## config.mk

```make
export PLATFORM = sky130hd
export DESIGN_NAME = data_cache_ctrl
export DESIGN_NICKNAME = d
export VERILOG_FILES = /design/src/rtl/data_cache_ctrl.sv
export SDC_FILE = /design/constraint.sdc
export NUM_CORES = 1
export LEC_CHECK = 0
export ABC_CLOCK_PERIOD_IN_PS = 12830
export BUFFER_PORTS_ARGS = -buffer_cell sky130_fd_sc_hd__buf_2
export CAP_MARGIN = 10
export CORE_AREA = 2 2 344 346
export CTS_CLUSTER_SIZE = 25
export DETAILED_ROUTE_END_ITERATION = 8
export DIE_AREA = 0 0 346 348
export GPL_TIMING_DRIVEN = 0
export PLACE_DENSITY = 0.64
export SYNTH_ARGS = -nofsm -noshare
export SYNTH_HDL_FRONTEND = slang
export SYNTH_SLANG_ARGS = --single-unit
```

## constraint.sdc

```tcl
create_clock -name clk -period 12.83 [get_ports clk]
set_clock_uncertainty 0.05 [all_clocks]
set_input_delay 2.566 -clock clk [delete_from_list [all_inputs] [get_ports clk]]
set_output_delay 2.566 -clock clk [all_outputs]
set_load 0.005 [all_outputs]
```

## src/rtl/data_cache_ctrl.sv

```systemverilog
// Direct-mapped, write-through, no-write-allocate data cache for a single-cycle RISC-V core.
// One-word lines; misses and every store go to main memory over a level req / pulse ack handshake.
module data_cache_ctrl #(
    parameter int unsigned ADDR_W  = 10,
    parameter int unsigned DATA_W  = 32,
    parameter int unsigned INDEX_W = 5
) (
    input  logic              clk,
    input  logic              reset,
    input  logic              MemRead,
    input  logic              MemWrite,
    input  logic [ADDR_W-1:0] DataAdr,
    input  logic [DATA_W-1:0] WriteData,
    output logic [DATA_W-1:0] ReadData,
    output logic              stall,
    output logic              mem_rd,
    output logic              mem_wr,
    output logic [ADDR_W-1:0] mem_addr,
    output logic [DATA_W-1:0] mem_wdata,
    input  logic [DATA_W-1:0] mem_rdata,
    input  logic              mem_ack
);

    localparam int unsigned TAG_W = ADDR_W - INDEX_W - 2;
    localparam int unsigned LINES = 1 << INDEX_W;

    typedef enum logic [1:0] {IDLE, RD_MISS, WR_THRU, DONE} state_t;

    state_t              state;
    logic [LINES-1:0]    valid;
    logic [TAG_W-1:0]    tag_arr  [LINES];
    logic [DATA_W-1:0]   data_arr [LINES];
    logic                req_hit;

    logic [INDEX_W-1:0]  index;
    logic [TAG_W-1:0]    tag;
    logic [INDEX_W-1:0]  req_index;
    logic [TAG_W-1:0]    req_tag;
    logic                hit;
    logic                unused_adr_bits;

    assign index           = DataAdr[INDEX_W+1:2];
    assign tag             = DataAdr[ADDR_W-1:INDEX_W+2];
    assign req_index       = mem_addr[INDEX_W+1:2];
    assign req_tag         = mem_addr[ADDR_W-1:INDEX_W+2];
    assign unused_adr_bits = ^DataAdr[1:0];

    assign hit = valid[index] && (tag_arr[index] == tag);

    // Invalid lines read as zero so the datapath never sees uninitialised array contents.
    assign ReadData = valid[index] ? data_arr[index] : '0;

    always_comb begin
        stall = 1'b0;
        case (state)
            IDLE:    stall = MemWrite | (MemRead & ~hit);
            RD_MISS: stall = 1'b1;
            WR_THRU: stall = 1'b1;
            default: stall = 1'b0;
        endcase
    end

    // Control FSM, memory request registers and line valid bits.
    always_ff @(posedge clk or posedge reset) begin
        if (reset) begin
            state     <= IDLE;
            valid     <= '0;
            mem_rd    <= 1'b0;
            mem_wr    <= 1'b0;
            mem_addr  <= '0;
            mem_wdata <= '0;
            req_hit   <= 1'b0;
        end else begin
            case (state)
                IDLE: begin
                    if (MemWrite) begin
                        state     <= WR_THRU;
                        mem_wr    <= 1'b1;
                        mem_addr  <= {DataAdr[ADDR_W-1:2], 2'b00};
                        mem_wdata <= WriteData;
                        req_hit   <= hit;
                    end else if (MemRead && !hit) begin
                        state    <= RD_MISS;
                        mem_rd   <= 1'b1;
                        mem_addr <= {DataAdr[ADDR_W-1:2], 2'b00};
                    end
                end
                RD_MISS: begin
                    if (mem_ack) begin
                        state            <= DONE;
                        mem_rd           <= 1'b0;
                        valid[req_index] <= 1'b1;
                    end
                end
                WR_THRU: begin
                    if (mem_ack) begin
                        state  <= DONE;
                        mem_wr <= 1'b0;
                    end
                end
                DONE:    state <= IDLE;
                default: state <= IDLE;
            endcase
        end
    end

    // Tag/data arrays: refill on read-miss completion, update only lines that hit when the store was issued.
    always_ff @(posedge clk) begin
        if (state == RD_MISS && mem_ack) begin
            tag_arr[req_index]  <= req_tag;
            data_arr[req_index] <= mem_rdata;
        end else if (state == WR_THRU && mem_ack && req_hit) begin
            data_arr[req_index] <= mem_wdata;
        end
    end

endmodule

```

==> results of run 1 <==
==> synthesized netlist by cell type, types with 3 or more instances <==
library cell  instances  area, um2
a211oi_1              4       30.0
a21oi_1               8       40.0
a22o_1                3       26.3
a22oi_1               9       67.6
a31oi_1               6       37.5
buf_1                32        120
buf_2                13       65.1
buf_4                 3       22.5
buf_6                 5       56.3
clkbuf_1             57        214
dfrtp_1              77       1930
edfxtp_1           1120      33600
ha_1                  4       50.1
inv_1                 5       18.8
mux2_2               80        901
mux2i_1              70        701
mux4_2              330       7430
nand2_1              20       75.1
nand2b_1              5       31.3
nand3_1               7       35.0
nand3b_1              3       22.5
nand4_1               4       25.0
nand4b_1              3       26.3
nor2_1              100        375
nor2b_1              10       62.6
o211ai_1              4       30.0
o21ai_0               4       20.0
or2_2                32        200
==> flip-flops by register name (all words and copies together), names as in the netlist <==
name and flops:
tag_arr 96, mem_wr 1, req_hit 1, mem_rd 1, data_arr 1024, mem_wdata 32, mem_addr 8, valid 32
state 2
==> logic make-up (layout without fill, tap and decap cells) <==
group                    Yosys count  after routing  synth area share, %
adder cells (fa/ha/maj)            4              4                0.108
AND/OR/NAND/NOR                  193            193                 1.98
AO/OA/AOI/OAI                     45             45                0.693
flip-flops                      1197           1197                 76.6
other                              1              3              0.00808
buffers and inverters            115            528                 1.07
multiplexers                     481            481                 19.5
XOR/XNOR                           3              3               0.0566
==> metal layers <==
layer | vias up | GRT usage (%)
met4 | 0 | 5.63
met1 | 12100 | 24.7
met2 | 942 | 33.0
met5 | - | 0
li1 | 9207 | -
met3 | 185 | 3.62
==> path summary, 6_finish.rpt <==
check,to,slack [ns],cells past startpoint
max in group asynchronous,mem_wdata[9],10.22,3
worst min-delay path,valid[5],0.41,1
worst min register to register,valid[5],0.41,1
worst max register to register,data_arr[15][9],9.34,7
worst max-delay path,ReadData[31],3.53,11
min in group asynchronous,state[0],1.79,2
==> layout by cell type, fill, tap and decap left out, types with 8 or more instances in the layout <==
cell	netlist	final
edfxtp_1	1120	1120
mux4_2	330	330
buf_2	13	161
clkbuf_16	0	120
mux2_2	80	80
dfrtp_1	77	77
clkbuf_1	57	75
mux2i_1	70	70
nor2_1	100	68
or2_2	32	32
nor2_4	0	32
buf_12	0	32
buf_1	32	31
clkinv_1	0	30
nand2_1	20	20
clkinv_2	0	20
bufinv_16	0	16
nor2b_1	10	10
a22oi_1	9	9
a21oi_1	8	8
==> metrics by stage <==
step / hold slack, ns / area, um2
6_report: 0.412 / 54100
5_1_grt: 0.424 / 54100
2_1_floorplan: 0.384 / 46400
3_5_place_dp: 0.400 / 50100
4_1_cts: 0.417 / 54100
3_3_place_gp: 0.394 / 49100
==> report_power, final <==
| group | switching [mW] | internal (mW) |
|---|---|---|
| Combinational | 0.563 | 0.408 |
| Clock | 1.50 | 2.06 |
| Sequential | 0.139 | 4.51 |
==> layout make-up <==
class | count | area (um2) | area share [%]
buffer | 110 | 482 | 0.890
clock inverter | 83 | 922 | 1.70
clock buffer | 142 | 3110 | 5.74
antenna | 1 | 2.50 | 0.00462
tap | 1536 | 1920 | 3.55
timing repair buffer | 188 | 1530 | 2.82
inverter | 5 | 21.3 | 0.0393
multi-input combinational | 728 | 10600 | 19.6
sequential | 1197 | 35600 | 65.7
==> results by group, run 1 <==
Global routing
  • GR Overflow Total: 0
  • Vias in the first global route: 23400
  • First-pass GRT wire length: 165 mm
  • GRT Util Overall: 19.1%
  • Initial antenna violation count: 0
  • Pin count of the biggest net entering global routing: 56

Setup path
  • Largest fanout on the critical path: 10
  • Startpoint Class: input port
  • CP max-delay cell: clkbuf_1
  • Cell breakdown of the critical path: buf_6, buf_6, buf_6, buf_2, clkbuf_1, clkbuf_1, mux4_2, mux4_2, mux2i_1, nor2_1, buf_2
  • Critical Path AT: 6.68 ns
  • Crit end category: output pin
  • Crit path kind: in2out
  • Crit-path max cell delay: 0.89 ns
  • Worst r2r src: state[1]
  • Setup crit start: DataAdr[3]
  • Critical Path RT: 10.21 ns
  • WP buf/inv: 7
  • Crit path max-delay family: buffers and inverters
  • Worst path most repeated cell: buf_6

Yosys
  • Mapped Area: 0.0464 mm2
  • Synth Area per Inst: 22.8 um2
  • Post-Synthesis Cells: 2039
  • Post-synth EDFFs: 1120
  • Post-synth cell types: 45
  • Part of the Yosys area used for sequential elements: 76.6%
  • Synthesis-stage register bit count: 1197
  • Main synth FF type: edfxtp_1
  • Async S/R FF share, synth: 6.43%
  • Ys Warns: 0

Clocking
  • Clock Tree Root: clkbuf_16
  • Htree depth: 3
  • Clock sink total: 1197
  • Cts hold-fix bufs: 0
  • Total setup buffers inserted after CTS: 0
  • CTS tree: done
  • Clock slew at reported path FFs: 0.06 ns
  • PostCTS Resize Cnt: 0
  • Num CTS Buffers: 119
  • Worst-Skew Late Latency: 0.71 ns
  • Worst-case clock buffer depth: 3

Routing
  • Final ANT Viol Nets: 0
  • Metal1 wirelength: 45.7 mm
  • Met3 WL post-DR: 7.71 mm
  • 1st-iter DRT viols: 2332
  • DR top layer: met4
  • DRC: 0
  • WL met2: 59.1 mm
  • Post-DR wirelength/cell: 28.9 um
  • DRT Wirelength: 115 mm
  • Detailed Routing Iterations Pass 1: 7
  • Vias per cell: 5.63
  • Vias: 22400

Timing
  • Unrepaired setup endpoints after global routing: false
  • Period utilization: 72.5%
  • Setup violations, final: 0
  • Final hold violation count: 0
  • Pins Over Slew Limit: 0
  • Actual slew at the worst max-slew pin: 1.17 ns
  • Final worst slack: 3.53 ns
  • Min Tclk post-route: 9.30 ns
  • Relative slew slack: 19.6%
  • Fmax: 108 MHz
  • Final setup TNS: 0 ns

Placed design
  • IO buf count: 148
  • Pre-CTS setup slack: 3.50 ns
  • Post-Place Cells: 3761
  • RePlAce Congestion: 0.837
  • Detailed Place HPWL: 75.8 mm

Floorplan
  • Num ports: 156
  • Die footprint: 0.120 mm2
  • Die Span X: 346 um
  • Area of the core: 0.117 mm2
  • Initial core utilization: 39.7%
  • Core Rows: 126
  • Die H: 348 um

Pwr
  • Power Density: 169 mW/mm2
  • VDD IR max: 129 uV
  • Final Power: 9.18 mW
  • Leak: 17.5 nW

Flow run
  • MaxCap Viol Count: 0

Finish
  • Final core utilization: 46.3%
  • Cell Count, Final, Fillers Out: 3990
  • Layout cells sized above 1: 35.3%
  • Nets: 2432
  • Fillers: 9537
  • Area grow syn2layout: 16.6%

Run status
  • Status: complete, no violations

Worst hold path
  • Hold Startpoint: valid[5]
  • Min-Delay Path Class: reg2reg
(Power assumes the default switching activity.)
==> run 2, diff against run 1 <==
--- a/config.mk
+++ b/config.mk
@@ -5,7 +5,7 @@
 export SDC_FILE = /design/constraint.sdc
 export NUM_CORES = 1
 export LEC_CHECK = 0
-export ABC_CLOCK_PERIOD_IN_PS = 12830
+export ABC_CLOCK_PERIOD_IN_PS = 8500
 export BUFFER_PORTS_ARGS = -buffer_cell sky130_fd_sc_hd__buf_2
 export CAP_MARGIN = 10
 export CORE_AREA = 2 2 344 346
@@ -13,7 +13,7 @@
 export DETAILED_ROUTE_END_ITERATION = 8
 export DIE_AREA = 0 0 346 348
 export GPL_TIMING_DRIVEN = 0
-export PLACE_DENSITY = 0.64
+export PLACE_DENSITY = 0.66
 export SYNTH_ARGS = -nofsm -noshare
 export SYNTH_HDL_FRONTEND = slang
 export SYNTH_SLANG_ARGS = --single-unit
==> constraint.sdc (replaced) <==
create_clock -name clk -period 8.5 [get_ports clk]
set_clock_uncertainty 0.05 [all_clocks]
set_input_delay 1.7 -clock clk [delete_from_list [all_inputs] [get_ports clk]]
set_output_delay 1.7 -clock clk [all_outputs]
set_load 0.005 [all_outputs]
==> results by group, run 2 (synthesized netlist as in run 1, its figures left out) <==
Run status
  • Status: complete, no violations

Timing
  • Final hold violation count: 0
  • Min Tclk post-route: 7.61 ns
  • Pins Over Slew Limit: 0
  • Fmax: 131 MHz
  • Actual slew at the worst max-slew pin: 1.41 ns
  • Period utilization: 89.6%
  • Unrepaired setup endpoints after global routing: false
  • Final setup TNS: 0 ns
  • Setup violations, final: 0
  • Relative slew slack: 3.10%

Routing
  • Vias per cell: 5.59
  • Final ANT Viol Nets: 0
  • Detailed Routing Iterations Pass 1: 5
  • 1st-iter DRT viols: 2314
  • Post-DR wirelength/cell: 28.7 um
  • DRT Wirelength: 115 mm
  • Vias: 22300
  • DRC: 0

Global routing
  • Initial antenna violation count: 2
  • GRT Util Overall: 19.1%
  • Pin count of the biggest net entering global routing: 55
  • First-pass GRT wire length: 165 mm
  • Vias in the first global route: 23500
  • GR Overflow Total: 0

Floorplan
  • Core Rows: 126
  • Initial core utilization: 39.7%
  • Num ports: 156
  • Area of the core: 0.117 mm2
  • Die footprint: 0.120 mm2
  • Die Span X: 346 um
  • Die H: 348 um

Finish
  • Largest register FFs: 1024
  • Commonest non-fill, non-tap cells in the layout: edfxtp_1 (1120), mux4_2 (330), buf_2 (161), clkbuf_16 (120), clkbuf_1 (88)
  • Top flop regs: data_arr (1024), tag_arr (96)
  • Layout cells sized above 1: 35.1%
  • Design area: 0.0540 mm2
  • Largest Register: data_arr
  • Nets: 2433
  • Most common cell after layout, fill and taps aside: edfxtp_1
  • Area grow syn2layout: 16.4%

Flow run
  • MaxCap Viol Count: 0

Setup path
  • Critical Path AT: 5.86 ns
  • Startpoint Class: input port
  • Crit end category: output pin
  • Largest fanout on the critical path: 10
  • Crit path kind: in2out
  • Critical Path RT: 6.75 ns

Clocking
  • PostCTS Resize Cnt: 0
  • Clock Tree Root: clkbuf_16
  • Htree depth: 3
  • Worst-Skew Late Latency: 0.73 ns
  • Num CTS Buffers: 119
  • Worst-case clock buffer depth: 3
  • Clock sink total: 1197
  • Total setup buffers inserted after CTS: 0
  • Clock slew at reported path FFs: 0.06 ns
  • Cts hold-fix bufs: 0
  • CTS tree: done

Worst hold path
  • Min-Delay Path Class: reg2reg

Pwr
  • VDD IR max: 169 uV
  • Leak: 17.5 nW
  • Power Density: 254 mW/mm2

Placed design
  • Detailed Place HPWL: 75.4 mm
  • RePlAce Congestion: 0.821
  • IO buf count: 148
  • Dpl cell area: 0.0501 mm2
run 2: power breakdown:
| group | internal (mW) | switching (mW) |
|---|---|---|
| Clock | 2.97 | 2.23 |
| Sequential | 6.81 | 0.223 |
| Combinational | 0.615 | 0.853 |
| Total | 10.4 | 3.31 |
run 2: metal layers:
layer | up-vias | global-route usage (%) | share of wire, %
met5 | - | 0 | 0.011
met4 | 2 | 5.90 | 2.7
met3 | 170 | 3.65 | 7.4
met2 | 989 | 33.6 | 52
met1 | 12000 | 24.0 | 38
li1 | 9195 | - | -
run 2: metrics by stage:
step                util, %  instances  hold slack (ns)  worst slack (ns)  total power, mW
floorplan                 -       2040            0.384              2.55             7.90
global placement       42.0       3724            0.394             0.893             8.50
detailed placement     42.8       3761            0.404             0.847             8.63
CTS                    46.1       3986            0.424             0.787             13.8
global route           46.2       3990            0.435             0.706             14.1
finish                 46.2       3993            0.422             0.887             13.7
run 2: final cells by class:
class	instances	area, um2
fill	9491	62900
sequential	1197	35600
multi-input combinational	728	10600
clock buffer	155	3160
tap	1536	1920
timing repair buffer	189	1550
clock inverter	70	723
buffer	110	479
inverter	5	21.3
antenna	3	7.51
run 2: worst max-delay path: stages:
cell	delay (ns)
buf_6	0.15
buf_6	0.20
buf_6	0.21
buf_2	0.39
clkbuf_1	0.70
clkbuf_1	0.90
mux4_2	0.41
mux4_2	0.49
mux2i_1	0.35
nor2_1	0.14
buf_2	0.18
run 2: final timing paths:
check                            from          endpoint  slack [ns]  cells past startpoint
setup / recovery           DataAdr[3]       ReadData[4]        0.89                     11
hold / removal              valid[14]         valid[14]        0.42                      1
setup reg to reg             state[1]  data_arr[19][23]        4.83                      6
hold reg to reg             valid[14]         valid[14]        0.42                      1
max in group asynchronous       reset     mem_wdata[10]        6.72                      3
min in group asynchronous       reset          state[0]        0.92                      2
